File: src/rtl/alu_exec.sv
// alu_exec: instruction sequencer around an external ALU, with memory operand read and result write-back phases.
// Define RMW_DUMMY_WRITE_EN to write the unmodified operand before the result on read-modify-write memory ops.
module alu_exec #(
  parameter logic [7:0] P_INIT = 8'h34
) (
  input  logic        clock,
  input  logic        reset_n,
  input  logic        start,
  input  logic [7:0]  opcode,
  input  logic [3:0]  alu_mode,
  input  logic [1:0]  a_sel,
  input  logic [1:0]  b_sel,
  input  logic [2:0]  dst_sel,
  input  logic        flag_en,
  input  logic [15:0] addr,
  output logic        busy,
  output logic        done,
  output logic [15:0] mem_addr,
  output logic        mem_rd,
  output logic        mem_wr,
  output logic [7:0]  mem_wdata,
  input  logic [7:0]  mem_rdata,
  input  logic        mem_ack,
  output logic [3:0]  alu_op,
  output logic [7:0]  alu_a,
  output logic [7:0]  alu_b,
  output logic [7:0]  alu_p,
  output logic [7:0]  alu_opc,
  input  logic [7:0]  alu_r,
  input  logic [7:0]  alu_f,
  output logic [7:0]  reg_a,
  output logic [7:0]  reg_p
);
  typedef enum logic [2:0] {IDLE, READ, EXEC, WRITE_OLD, WRITE} state_t;
  state_t      r_state;
  state_t      w_next;
  logic [7:0]  r_opc;
  logic [3:0]  r_mode;
  logic [1:0]  r_asel;
  logic [1:0]  r_bsel;
  logic [2:0]  r_dst;
  logic        r_fen;
  logic [15:0] r_addr;
  logic [7:0]  r_opnd;
  logic [7:0]  r_res;
  logic [7:0]  r_a;
  logic [7:0]  r_x;
  logic [7:0]  r_y;
  logic [7:0]  r_p;
  logic        r_done;
  logic        w_dummy;
`ifdef RMW_DUMMY_WRITE_EN
  assign w_dummy = r_bsel == 2'd3;
`else
  assign w_dummy = 1'b0;
`endif
  always_comb begin
    w_next = r_state;
    case (r_state)
      IDLE:      w_next = start ? ((b_sel == 2'd3) ? READ : EXEC) : IDLE;
      READ:      w_next = mem_ack ? EXEC : READ;
      EXEC:      w_next = (r_dst != 3'd3) ? IDLE : (w_dummy ? WRITE_OLD : WRITE);
      WRITE_OLD: w_next = mem_ack ? WRITE : WRITE_OLD;
      WRITE:     w_next = mem_ack ? IDLE : WRITE;
      default:   w_next = IDLE;
    endcase
  end
  always_ff @(posedge clock) begin
    if (!reset_n) begin
      r_state <= IDLE;
      r_opc   <= '0;
      r_mode  <= '0;
      r_asel  <= '0;
      r_bsel  <= '0;
      r_dst   <= '0;
      r_fen   <= 1'b0;
      r_addr  <= '0;
      r_opnd  <= '0;
      r_res   <= '0;
      r_a     <= '0;
      r_x     <= '0;
      r_y     <= '0;
      r_p     <= P_INIT;
      r_done  <= 1'b0;
    end else begin
      r_state <= w_next;
      r_done  <= (r_state == EXEC && w_next == IDLE) || (r_state == WRITE && mem_ack);
      if (r_state == IDLE && start) begin
        r_opc  <= opcode;
        r_mode <= alu_mode;
        r_asel <= a_sel;
        r_bsel <= b_sel;
        r_dst  <= dst_sel;
        r_fen  <= flag_en;
        r_addr <= addr;
      end
      if (r_state == READ && mem_ack)
        r_opnd <= mem_rdata;
      if (r_state == EXEC) begin
        r_res <= alu_r;
        if (r_dst == 3'd0)
          r_a <= alu_r;
        if (r_dst == 3'd1)
          r_x <= alu_r;
        if (r_dst == 3'd2)
          r_y <= alu_r;
        // bit 5 of the status register always reads as one
        if (r_fen)
          r_p <= alu_f | 8'h20;
      end
    end
  end
  assign busy      = r_state != IDLE;
  assign done      = r_done;
  assign mem_rd    = r_state == READ;
  assign mem_wr    = r_state == WRITE_OLD || r_state == WRITE;
  assign mem_addr  = (mem_rd || mem_wr) ? r_addr : '0;
  assign mem_wdata = (r_state == WRITE_OLD) ? r_opnd : (r_state == WRITE) ? r_res : '0;
  assign alu_op    = r_mode;
  assign alu_opc   = r_opc;
  assign alu_p     = r_p;
  assign alu_a     = (r_asel == 2'd1) ? r_x : (r_asel == 2'd2) ? r_y : r_a;
  assign alu_b     = (r_bsel == 2'd0) ? r_a : (r_bsel == 2'd1) ? r_x : (r_bsel == 2'd2) ? r_y : r_opnd;
  assign reg_a     = r_a;
  assign reg_p     = r_p;
endmodule

File: config.mk
export PLATFORM = sky130hd
export DESIGN_NAME = alu_exec
export DESIGN_NICKNAME = d
export VERILOG_FILES = /design/src/rtl/alu_exec.sv
export SDC_FILE = /design/constraint.sdc
export NUM_CORES = 1
export LEC_CHECK = 0
export CAP_MARGIN = 30
export CORE_ASPECT_RATIO = 0.5
export CORE_MARGIN = 5
export CORE_UTILIZATION = 48
export CTS_CLUSTER_DIAMETER = 150
export DETAILED_ROUTE_END_ITERATION = 8
export PLACE_DENSITY = 0.85
export SYNTH_ARGS = -nofsm -noshare
export SYNTH_HDL_FRONTEND = slang
export SYNTH_SLANG_ARGS = --single-unit
File: constraint.sdc
create_clock -name clock -period 5.15 [get_ports clock]
set_clock_uncertainty 0.05 [all_clocks]
set_input_delay 1.03 -clock clock [delete_from_list [all_inputs] [get_ports clock]]
set_output_delay 1.03 -clock clock [all_outputs]
set_load 0.02 [all_outputs]
Word-level counts from Yosys, hierarchy flattened
Index checks and enable logic that the tools add are counted.
Storage, ports and cells
  flip-flop bits (word level): 87
  word-level logic and storage cells: 58
Operators by class
  multiplexer cells: 15
  reduce and logical (&&, ||, !) cells: 16
  equal/unequal tests: 12
Operators by type and width (count)
  2-to-1 mux 8 bit: 7
  2-to-1 mux 16 bit: 1
  one-hot mux 3 bit (5 select lines): 1
  == test 3 x 2 -> 1 bit, second input constant: 3
  zero test 3 bit: 3
  2-to-1 mux 3 bit: 3
  AND reduction 2 bit: 4
  == test 2 bit, second input constant: 3
  == test 3 x 1 -> 1 bit, second input constant: 2
  2-to-1 mux 2 bit: 3
  == test 2 x 1 -> 1 bit, second input constant: 2
  logical AND 1 bit: 4
  == test 3 bit, second input constant: 1
  logical OR 1 bit: 3
  != test 3 x 2 -> 1 bit, second input constant: 1
  nonzero test 3 bit: 1
  zero test 2 bit: 1

Longest topological paths before layout
Gate-level depths: netlist of the first run.
  depth after elaboration: 7
  mapped depth: 5
  gate-level depth less buffers: 3

Worst setup path before layout of the first run
No wires, ideal clock.
  kind: register to output
  start: register r_state[2]
  end: output port mem_addr[10]
  stages on the path, launching flop included: 6
  data arrival time: 1655 ps
  data required time: 4070 ps
  slack: 2415 ps
  buffers on the path: 2
  cells stage by stage: dfxtp_1 > buf_2 > nor3b_2 > nor2_1 > clkbuf_1 > nor2b_1
Between the ends
  longest elaborated chain between the ends: 4
RTL lines
  start, declared: line 35  | state_t r_state;
  start signal, assigned: line 86  | r_state <= w_next;
  == test 3 x 2 -> 1 bit / == test 3 bit (equally long branches): line 116  | assign mem_wr = r_state == WRITE_OLD || r_state == WRITE;
  logical OR 1 bit: line 116
  logical OR 1 bit *: line 117  | assign mem_addr = (mem_rd || mem_wr) ? r_addr : '0;
  2-to-1 mux 16 bit *: line 117
  end, declared: line 18  | output logic [15:0] mem_addr,
Mark *: on every way between the ends. The rest lies on a longest branch, timed or not.

Worst setup path in the final report of the first run
  start: register r_state[2]
  end: output port mem_addr[12]
Same word-level chain as after synthesis.

==> metrics.md, run 1 <==
| Metric | Value |
|---|---|
| Status | finished clean |
| Resize count post-CTS | 0 |
| Synthesis-stage register bit count | 87 |
| Die width | 139.1 µm |
| Total power after layout | 1.638 mW |
| Final setup violation count | 0 |
| Routability Congestion | 0.7863 |
| Antenna violations before repair | 0 |
| Total track usage | 19.74% |
| PortBufs | 140 |
| Slowest-stage cell, CP | nor3b_2 |
| Total grt overflow | 0 |
| Share of cells above drive strength 1 | 6.480% |
| CTS tree | done |
| Site Rows | 23 |
| Final core occ | 70.37% |
| Max-slew violation count | 0 |
| Setup Crit Path Kind | reg2out |
| LEAKAGE | 2.110 nW |
| Yosys warnings | 0 |
| Storage element area | 0.001742 mm² |
| Crit-path cells | nor3b_2 -> nor2_1 -> buf_4 -> nor2b_1 -> clkdlybuf4s50_1 |
| First-pass GRT wire length | 16570 µm |
| Die Height | 74.56 µm |
| I/O pin cnt | 144 |
| Ant. Diodes | 0 |
| VDD IR max | 0.1485 mV |
| Commonest non-fill, non-tap cell in the layout | clkdlybuf4s50_1 |
| Via Count | 3520 |
| Antenna Nets Post-Route | 0 |
| CP Capture Type | primary output |
| Delay-heaviest family, CP | simple AND/OR/NAND/NOR gates |
| Drt pass-1 iters | 4 |
| Core Area | 0.008058 mm² |
| Initial Utilization | 49.66% |
| Drt first-iter violations | 231 |
| Fin crit period | 3801 ps |
| Unrepaired setup endpoints after global routing | no |
| CTS H-tree depth | 3 |
| Root Buffer | clkbuf_16 |
| Clock slew at reported path FFs | 60 ps |
| CP Launch Type | flip-flop |
| Filler cell count | 626 |
| Worst Path Arrival | 2720 ps |
| Largest net degree at the start of global routing | 100 |
| Setup TNS | 0 ps |
| Drt via density | 5.154 |
| EDFF count, synth | 0 |
| Power Density | 288.9 mW/mm² |
| Worst endpoint required time | 4070 ps |
| Syn Inst Count | 457 |
| Most frequent cells in the layout | 139 x clkdlybuf4s50_1, 94 x nand2_1, 87 x dfxtp_1, 43 x nand3_1 |
| DRC | 0 |
| Worst Path Max Fanout | 15 |
| Synth unique cells | 38 |
| Seq/Total Area, Yosys | 43.53% |
| Final Instance Area | 0.005670 mm² |
| Slew @ Worst Pin | 986.1 ps |
| FFs w/ async S/R, synth | 0% |
| Mapped Avg Cell Area | 8.756 µm² |
| Period utilization | 73.80% |
| Routed len/inst | 15.01 µm |
| Sink Count | 87 |
| Max_slew headroom | 34.17% |
| TritonCTS Buffers | 9 |
| Vias in the first global route | 3470 |
| Postcts setup bufs | 0 |
| Clk Latency, worst-skew pair | 340 ps |
| Area Overhead vs Synth | 41.71% |
| Area of the multi-input gates | 0.002036 mm² |
| CP max stage delay | 650 ps |
| Nets | 630 |
| Max clock buf depth | 2 |
| # Max-Cap Violations | 0 |
| Final wirelength | 10250 µm |
| Post-DP HPWL | 7269 µm |
| Mapped Area | 0.004001 mm² |
| Area after DPL | 0.005361 mm² |
| Top FF cell, synth | dfxtp_1 |
| WP buf/inv | 2 |
| Hold WC Path Type | reg2reg |
| Die area | 0.01037 mm² |
| Hold_buf cts | 0 |
| Fmax | 263.1 MHz |
| Final hold violations | 0 |
-- metal layers --
layer	share of wire, %	vias to the layer above	GRT usage [%]
met5	0	-	0
met4	0.74	0	5.640
met3	6.7	8	7.129
met2	50	84	36.27
met1	43	1649	22.26
li1	-	1779	-
-- registers in the layout, indices dropped and copies added (netlist names), 3 cells and up --
name / count
alu_opc: 8
r_y: 8
r_res: 8
alu_p: 7
r_dst: 3
r_x: 8
r_opnd: 8
reg_a: 8
alu_op: 4
r_addr: 16
r_state: 3
-- power breakdown --
part	total, mW	switching (mW)	leakage (nW)	internal (mW)
logic	0.237	0.113	1.25	0.125
registers	0.737	0.0331	0.709	0.704
clock network	0.664	0.263	0.152	0.401
-- path summary, 6_finish.rpt --
path                  end        from  cells past startpoint  slack, ps
min            alu_opc[3]  alu_opc[3]                      2        400
max reg2reg      reg_a[5]  r_state[1]                      3       2900
min reg2reg    alu_opc[3]  alu_opc[3]                      2        400
max          mem_addr[12]  r_state[2]                      5       1350
-- cells in the mapped netlist (2+ instances only) --
cell	count	share of area (%)
a21boi_0	8	1.5
a211oi_1	7	1.3
nand3_1	43	5.4
nor2_1	3	0.28
nand3b_1	2	0.38
buf_1	2	0.19
nand2b_1	2	0.31
mux4_2	8	4.5
nand2_1	94	8.8
buf_4	9	1.7
a21oi_1	7	0.88
nor3b_2	2	0.63
a22o_1	8	1.8
nor2b_1	34	5.3
inv_1	2	0.19
o21ai_0	41	5.1
mux2i_1	41	10
dfxtp_1	87	44
nor4bb_1	2	0.50
nor3b_1	2	0.38
nor4b_1	2	0.44
buf_2	3	0.38
buf_6	2	0.56
clkbuf_1	32	3.0
-- through the flow --
stage / setup WS, ps / instances / hold WS, ps
floorplan: 2415 / 458 / 381.4
global placement: 1668 / 666 / 390.5
detailed placement: 1689 / 667 / 399.1
CTS: 1323 / 683 / 407.7
global route: 1115 / 683 / 418.6
finish: 1349 / 683 / 403.8
-- logic make-up after synthesis --
family	share of synthesized area [%]
XOR/XNOR	0.2189
flip-flops	43.53
AND/OR/NAND/NOR	23.86
other	0.09372
AO/OA/AOI/OAI	11.54
buffers and inverters	6.004
multiplexers	14.76
-- worst reg2reg max path: cells and delay by family (launching register included) --
family | cells | cell delay [ps]
muxes | 1 | 310
and+or+nand+nor | 2 | 1230
DFF | 1 | 580
-- final cells by class --
type / instances / area share [%]
Clock inverter: 5 / 0.9929
Tap cell: 112 / 2.471
Sequential cell: 87 / 30.71
Inverter: 2 / 0.1324
Timing Repair Buffer: 145 / 25.33
Multi-Input combinational cell: 321 / 35.90
Clock buffer: 11 / 4.457
Power figures use the tool's default switching activity.
==> run 2: changes to the inputs <==
--- a/config.mk
+++ b/config.mk
@@ -8,10 +8,10 @@
 export CAP_MARGIN = 30
 export CORE_ASPECT_RATIO = 0.5
 export CORE_MARGIN = 5
-export CORE_UTILIZATION = 48
+export CORE_UTILIZATION = 45
 export CTS_CLUSTER_DIAMETER = 150
 export DETAILED_ROUTE_END_ITERATION = 8
-export PLACE_DENSITY = 0.85
+export PLACE_DENSITY = 0.8
 export SYNTH_ARGS = -nofsm -noshare
 export SYNTH_HDL_FRONTEND = slang
 export SYNTH_SLANG_ARGS = --single-unit
==> constraint.sdc (replaced) <==
create_clock -name clock -period 3.8 [get_ports clock]
set_clock_uncertainty 0.05 [all_clocks]
set_input_delay 0.76 -clock clock [delete_from_list [all_inputs] [get_ports clock]]
set_output_delay 0.76 -clock clock [all_outputs]
set_load 0.02 [all_outputs]
==> run 2 against run 1 <==
  * First-iteration DRC count is 6.1% lower
  * Critical path depth is 1 lower
  * Sequential power is 35% higher
  * Die area is 6.0% higher
  * Sequential share of layout area is 0.20 points lower
  * Final area is 0.66% higher
  * Hold slack worse by 1.6 ps
  * Register-to-register slack worse by 1500 ps
  * Total power is 35% higher
  * Critical endpoint is now mem_wdata[4]
==> metrics.md, run 2 (synthesis gave the netlist of run 1 again) <==
| Metric | Value |
|---|---|
| Max clock buf depth | 2 (unchanged) |
| Die width | 143.4 µm (was 139.1 µm) |
| Fin worst setup slack | 579.3 ps (was 1349 ps) |
| Final setup violation count | 0 (unchanged) |
| Antenna violations before repair | 0 (unchanged) |
| Die area | 0.01099 mm² (was 0.01037 mm²) |
| Total track usage | 18.86% (was 19.74%) |
| Worst Path Max Fanout | 12 (was 15) |
| Clock network power share | 40.2% (was 40.5%) |
| Final hold violations | 0 (unchanged) |
| Setup Crit Path Kind | reg2out (unchanged) |
| Core Area | 0.008678 mm² (was 0.008058 mm²) |
| Vias in the first global route | 3405 (was 3470) |
| Status | finished clean (unchanged) |
| Ant. Diodes | 0 (unchanged) |
| Slew @ Worst Pin | 870.2 ps (was 986.1 ps) |
| Nets | 633 (was 630) |
| Most frequent cells in the layout | 139 x clkdlybuf4s50_1, 94 x nand2_1, 87 x dfxtp_1, 43 x nand3_1 (unchanged) |
| Period utilization | 84.76% |
| Fmax | 310.5 MHz |
| Filler cell count | 727 (was 626) |
| Final wirelength | 10240 µm (was 10250 µm) |
| Worst endpoint required time | 2990 ps (was 4070 ps) |
| Share of cells above drive strength 1 | 6.969% (was 6.480%) |
| Fin crit period | 3221 ps |
| LEAKAGE | 2.122 nW (was 2.110 nW) |
| Worst Path Arrival | 2410 ps (was 2720 ps) |
| Place WS | 958.5 ps (was 1689 ps) |
| Drt pass-1 iters | 4 (unchanged) |
| Hold WC Path Type | reg2reg (unchanged) |
| Register share of total power | 45.0% (about the same) |
| CP Capture Type | primary output (unchanged) |
| Via Count | 3508 (was 3520) |
| Unrepaired setup endpoints after global routing | no (unchanged) |
| Internal | 1.642 mW (was 1.230 mW) |
| Worst reg2reg startpoint | r_state[1] (unchanged) |
| Routability Congestion | 0.7709 (was 0.7863) |
| Hold Crit Depth | 2 (unchanged) |
| Initial Utilization | 46.11% (was 49.66%) |
| R2R Path End | reg_a[6] (was reg_a[5]) |
| Resize count post-CTS | 0 (unchanged) |
| Sink Count | 87 (unchanged) |
| VDD IR max | 0.2143 mV (was 0.1485 mV) |
| Area Overhead vs Synth | 42.65% (was 41.71%) |
| Reg2Reg Depth | 3 (unchanged) |
| Power Density | 387.5 mW/mm² (was 288.9 mW/mm²) |
| Post-DP HPWL | 7236 µm (was 7269 µm) |
| HP Start | r_addr[12] (was alu_opc[3]) |
| # Max-Cap Violations | 0 (unchanged) |
| Routed len/inst | 14.81 µm (was 15.01 µm) |
| Max_slew headroom | 41.91% (was 34.17%) |
| Hold EP | r_addr[12] (was alu_opc[3]) |
| TritonCTS Buffers | 9 (unchanged) |
| Total grt overflow | 0 (unchanged) |
| I/O pin cnt | 144 (unchanged) |
| Largest net degree at the start of global routing | 74 (was 100) |
| Comb pwr share | 14.8% (was 14.5%) |
| DRC | 0 (unchanged) |
| Drt via density | 5.077 (was 5.154) |
| CTS H-tree depth | 3 (unchanged) |
| Hold_buf cts | 0 (unchanged) |
| Postcts setup bufs | 0 (unchanged) |
| Antenna Nets Post-Route | 0 (unchanged) |
| CTS tree | done (unchanged) |
| Sw Ratio | 25.76% (was 24.94%) |
| First-pass GRT wire length | 16850 µm (was 16570 µm) |
| Site Rows | 24 (was 23) |
| Die Height | 76.68 µm (was 74.56 µm) |
| Root Buffer | clkbuf_16 (unchanged) |
| Max reg flops | 16 (unchanged) |
| CP Launch Type | flip-flop (unchanged) |
| Clock slew at reported path FFs | 60 ps (about the same) |
| PortBufs | 140 (unchanged) |
| Reg2reg setup slack | 1440 ps (was 2900 ps) |
| Commonest non-fill, non-tap cell in the layout | clkdlybuf4s50_1 (unchanged) |
| Clk Latency, worst-skew pair | 340 ps (about the same) |
| Setup TNS | 0 ps (unchanged) |
| Largest register by flop count | r_addr (unchanged) |
| Max-slew violation count | 0 (unchanged) |
| Net Switching | 0.5698 mW (was 0.4086 mW) |
| Drt first-iter violations | 217 (was 231) |
-- run 2: power by group through the flow --
| stage | logic [mW] | registers, mW | clock network, mW |
|---|---|---|---|
| finish | 0.327 | 0.996 | 0.889 |
| global route | 0.355 | 1.00 | 0.955 |
| CTS | 0.329 | 0.996 | 0.915 |
| detailed placement | 0.327 | 1.02 | 0 |
| global placement | 0.323 | 1.01 | 0 |
| floorplan | 0.172 | 1.01 | 0 |
-- run 2: through the flow --
step                instance area [µm²]  power [mW]  hold slack (ps)  cells  util, %
floorplan                          4005       1.184            381.4    458        -
global placement                   5403       1.338            389.7    675    62.25
detailed placement                 5403       1.344            396.2    675    62.25
CTS                                5708       2.241            405.1    691    65.77
global route                       5708       2.313            422.5    691    65.77
finish                             5708       2.212            402.2    691    65.77
-- run 2: final cells by class --
cell class / instances / area (µm²) / share of cell area (%)
multi-input combinational: 321 / 2036 / 35.66
sequential: 87 / 1742 / 30.51
timing repair buffer: 148 / 1471 / 25.78
clock buffer: 9 / 225.2 / 3.946
tap: 117 / 146.4 / 2.565
clock inverter: 7 / 80.08 / 1.403
inverter: 2 / 7.507 / 0.1315
-- run 2: metal layers --
metal  track usage [%]  routed length, µm  share of wire [%]
met5                 0                  0                  0
met4             3.947                 79               0.77
met3             6.277                666                6.5
met2             32.40               5083                 50
met1             23.15               4407                 43
-- run 2: worst max-delay path by stage --
| stage | startpoint | to | slack (ps) | cells after the start |
|---|---|---|---|---|
| 6_report | r_state[0] | mem_wdata[4] | 580 | 4 |
| 5_1_grt | r_state[0] | mem_wdata[4] | 430 | 4 |
| 4_1_cts | r_state[0] | mem_wdata[4] | 570 | 4 |
| 3_5_place_dp | r_state[0] | mem_wdata[4] | 960 | 4 |
| 3_3_place_gp | r_state[0] | mem_wdata[6] | 980 | 4 |
| 2_1_floorplan | r_state[2] | mem_addr[10] | 1330 | 5 |
-- run 2: critical path, stage by stage, from the launching register on --
cell,delay [ps]
dfxtp_1,570
nor2b_1,300
and2_1,380
a22o_1,210
clkdlybuf4s50_1,610
